## src/rtl/hilo_unit.sv

```systemverilog
// HI/LO register unit with modelled multi-cycle mult/div latency and pipeline stall.
// Optional macro HILO_BYPASS_EN: in the commit cycle, reads return the result about to commit.
module hilo_unit #(
  parameter int unsigned MUL_LAT = 4,
  parameter int unsigned DIV_LAT = 12
) (
  input  logic        clk,
  input  logic        reset,
  input  logic [3:0]  alu_control,
  input  logic [31:0] alu_high,
  input  logic [31:0] alu_low,
  input  logic        start,
  input  logic        mthi,
  input  logic        mtlo,
  input  logic [31:0] mt_data,
  input  logic        mfhi,
  input  logic        mflo,
  output logic [31:0] rd_data,
  output logic        busy,
  output logic        stall
);

  typedef enum logic {IDLE, BUSY} state_t;

  localparam logic [3:0] ALU_MUL = 4'd3;
  localparam logic [3:0] ALU_DIV = 4'd4;
  localparam logic [3:0] MUL_CNT = 4'(MUL_LAT);
  localparam logic [3:0] DIV_CNT = 4'(DIV_LAT);

  state_t      state, state_nxt;
  logic [31:0] hi, lo, shadow_hi, shadow_lo;
  logic [3:0]  cnt;
  logic        is_mul, is_div, issue, commit, mt_ok;

  assign is_mul = (alu_control == ALU_MUL);
  assign is_div = (alu_control == ALU_DIV);
  assign issue  = (state == IDLE) && start && (is_mul || is_div);
  assign commit = (state == BUSY) && (cnt == 4'd1);
  // Any start in IDLE owns the cycle; a concurrent mt write is dropped.
  assign mt_ok  = (state == IDLE) && !start;

  always_ff @(posedge clk or posedge reset) begin
    if (reset) state <= IDLE;
    else       state <= state_nxt;
  end

  always_comb begin
    state_nxt = state;
    case (state)
      IDLE:    if (issue)  state_nxt = BUSY;
      BUSY:    if (commit) state_nxt = IDLE;
      default: state_nxt = IDLE;
    endcase
  end

  always_ff @(posedge clk or posedge reset) begin
    if (reset) begin
      hi        <= '0;
      lo        <= '0;
      shadow_hi <= '0;
      shadow_lo <= '0;
      cnt       <= '0;
    end else if (state == BUSY) begin
      cnt <= cnt - 4'd1;
      if (commit) begin
        hi <= shadow_hi;
        lo <= shadow_lo;
      end
    end else if (issue) begin
      shadow_hi <= alu_high;
      shadow_lo <= alu_low;
      cnt       <= is_mul ? MUL_CNT : DIV_CNT;
    end else if (mt_ok) begin
      if (mthi) hi <= mt_data;
      if (mtlo) lo <= mt_data;
    end
  end

  always_comb begin
    logic [31:0] rhi, rlo;
    busy = (state == BUSY);
    rhi  = hi;
    rlo  = lo;
`ifdef HILO_BYPASS_EN
    if (commit) begin
      rhi = shadow_hi;
      rlo = shadow_lo;
    end
    stall = busy && (start || mthi || mtlo || ((mfhi || mflo) && !commit));
`else
    stall = busy && (start || mthi || mtlo || mfhi || mflo);
`endif
    if (mfhi)      rd_data = rhi;
    else if (mflo) rd_data = rlo;
    else           rd_data = '0;
  end

endmodule

```

## config.mk

```make
export PLATFORM = sky130hd
export DESIGN_NAME = hilo_unit
export DESIGN_NICKNAME = d
export VERILOG_FILES = /design/src/rtl/hilo_unit.sv
export SDC_FILE = /design/constraint.sdc
export NUM_CORES = 1
export LEC_CHECK = 0
export BUFFER_PORTS_ARGS = -buffer_cell sky130_fd_sc_hd__buf_2
export CAP_MARGIN = 20
export CORE_MARGIN = 10
export CORE_UTILIZATION = 35
export DETAILED_ROUTE_END_ITERATION = 10
export SYNTH_ARGS = -nofsm -noshare
export SYNTH_HDL_FRONTEND = slang
export SYNTH_SLANG_ARGS = --single-unit
```

## constraint.sdc

```tcl
create_clock -name clk -period 4 [get_ports clk]
set_input_delay 0.2 -clock clk [delete_from_list [all_inputs] [get_ports clk]]
set_output_delay 0.2 -clock clk [all_outputs]
set_load 0.005 [all_outputs]
```

==> impl_metrics.py <==
metrics = {
    "synth": {
        "synth_area_per_cell_um2": 11.7,
        "yosysTopAreaCell": "dfrtp_1",
        "ys_warn_count": 0,
        "ys_types": 29,
        "syn-cell-area_mm2": 0.00645,
        "synth_top_area_frac": 0.516,
        "synthCells": 552,
        "ys_top_cells_by_area": "dfrtp_1 (52%), mux2_2 (14%), mux2_4 (10%), nand2_1 (9.7%), nand2b_1 (3.1%)",
        "synth_seq_cells": 133,
        "ys_seq_area_frac": 0.516,
        "syn_nets": 661,
    },
    "global_routing": {
        "grt_pass1_vias": 5000,
        "grt_max_degree": 101,
        "grt_use_total": 0.135,
        "overflow": 0,
        "grt_pass1_wl_um": 26000,
        "antenna_found_initial": 0,
    },
    "drt": {
        "antenna_left": 0,
        "drc": 0,
        "vias": 4438,
        "wl_um": 15900,
        "drtPass1Iterations": 7,
        "drt_iter0_markers": 134,
        "avgViaCountPerCell": 4.66,
        "wl_per_cell_um": 16.7,
    },
    "sta": {
        "fin_tns_setup_ps": 0,
        "drv_slew": 0,
        "relSlewSlack": 0.397,
        "hold_ws_ps": -16.8,
        "finalHoldViolCount": 9,
        "min_period_ps": 2610,
        "setup_viol": 0,
        "finClkSkew_ps": 10.7,
        "period_share": 0.652,
        "tightest_slew_ps": 905,
        "rsz0062_at_grt": "no",
        "fmax_ghz": 0.383,
    },
    "cts": {
        "cts_hold_buffers": 27,
        "clk_path_buf_depth": 2,
        "cts.sinks": 133,
        "cts_setup_buffers": 0,
        "htreeDepth": 4,
        "cts_resized": 0,
        "cts_tree": "done",
        "clk_latency_ps": 420,
        "cts_root_buffer": "clkbuf_16",
        "cts_buffers": 17,
        "clk_pin_slew_ps": 60,
    },
    "cells_and_area": {
        "final_area_mm2": 0.00816,
        "drive_gt1_frac": 0.436,
        "mostFrequentLayoutCells": "nand2_1 (166), buf_2 (140), dfrtp_1 (132)",
        "fin_cells": 953,
        "final_common_cell": "nand2_1",
        "multi_input_area_mm2": 0.00287,
        "diodes": 0,
        "register_area_mm2": 0.00333,
        "area_delta_synth_final_pct": 26.4,
        "layout.nets": 820,
        "num-fill-cells": 1687,
    },
    "setup_path": {
        "reg2regPathDepth": 4,
        "worstPathArrival_ps": 2410,
        "r2r_end": "hi[3]",
        "reg2reg_slack_ps": 1530,
        "crit_start": "busy",
        "path_buf_inv": 3,
        "startpoint_type": "register",
        "r2r-start": "busy",
        "crit_slowest_cell": "dfrtp_2",
        "worst_path_largest_cell_delay_ps": 710,
        "crit_path_max_fanout": 73,
        "path_cells": "buf_4, inv_1, a21oi_1, buf_2",
        "critPathKind": "reg -> out",
        "cp-end-kind": "output pin",
        "worstPathRequired_ps": 3800,
        "cpLargestDelayFamily": "buffers and inverters",
    },
    "floorplanning": {
        "num_io_pins": 141,
        "rows": 49,
        "fp.dieW_um": 156,
        "die_area_mm2": 0.0243,
        "start_util": 0.358,
        "core-area_mm2": 0.0180,
        "die_h_um": 156,
    },
    "place": {
        "dp_hpwl_um": 11100,
        "gp_congestion": 0.711,
        "numPortBuffers": 140,
        "post-place-cells": 893,
        "placed_cell_area_mm2": 0.00725,
    },
    "hold_path": {
        "hold_path_class": "in -> async",
    },
    "power": {
        "fin_total_pwr_mw": 5.97,
        "power.density_mw_per_mm2": 732,
        "leakage_nw": 4.07,
        "vdd_drop_max_mv": 0.317,
    },
    "job": {
        "drv_cap": 0,
    },
    "outcome": {
        "status": "finished with violations",
        "violations": "hold timing",
    },
}
registers in the layout (all words and copies together), names as in the netlist:
register and cells:
busy 1, cnt 4, hi 32, lo 32
shadow_hi 32, shadow_lo 32
metrics by stage:
stage                     utilization  setup WS [ps]
after floorplan                     -            246
after global placement          0.402           1550
after detailed placement        0.402           1470
after CTS                       0.451           1320
after global routing            0.453           1150
final                           0.453           1390
routing by layer:
metal | global-route usage | up-vias | part of all wire
met1 | 0.165 | 2157 | 0.46
met3 | 0.0425 | 16 | 0.044
met2 | 0.221 | 99 | 0.49
met5 | 0 | - | 0
met4 | 0.0432 | 0 | 0.013
li1 | - | 2166 | -
power breakdown:
part	leakage [nW]	internal, mW	total (mW)	switching (mW)
clock network	0.293	1.00	1.61	0.611
logic	2.14	1.14	1.97	0.821
registers	1.63	2.00	2.39	0.396
total	4.07	4.14	5.97	1.83
worst register-to-register path: stages, from the launching register on:
cell and delay (ps):
dfrtp_2 710, nor2_1 230, a21oi_4 600, buf_4 430
mux2_2 390
logic make-up after synthesis:
group / count (synthesis) / share of synthesized area
AO/OA/AOI/OAI: 43 / 0.0502
adder cells (fa/ha/maj): 2 / 0.00388
multiplexers: 128 / 0.250
flip-flops: 133 / 0.516
XOR/XNOR: 1 / 0.00136
AND/OR/NAND/NOR: 207 / 0.139
buffers and inverters: 38 / 0.0401
worst max path at each step:
stage / endpoint / slack (ps) / cells past startpoint
finish: stall / 1390 / 4
global route: stall / 1150 / 4
CTS: stall / 1320 / 4
detailed placement: lo[14] / 1470 / 4
global placement: lo[26] / 1550 / 4
floorplan: busy / 250 / 1
Yosys cell counts, drive strengths merged:
cell type / number
inv: 5
mux2: 128
o21ai: 19
nor3b: 2
o22ai: 1
clkbuf: 13
xor2: 1
nor3: 1
and3b: 1
nand2b: 32
o21a: 1
a21oi: 4
nand2: 166
a22o: 16
nor2b: 1
nor2: 2
o311ai: 1
nor4: 1
o31a: 1
and4bb: 1
ha: 2
dfrtp: 133
buf: 20
layout make-up:
cell class	count	share of cell area
multi-input cells	381	0.352
clock buffers	18	0.0538
repair buffers	173	0.127
flip-flops and latches	133	0.408
inverters	5	0.00291
clock inverters	14	0.0215
well taps	229	0.0351
(Power assumes the default switching activity.)
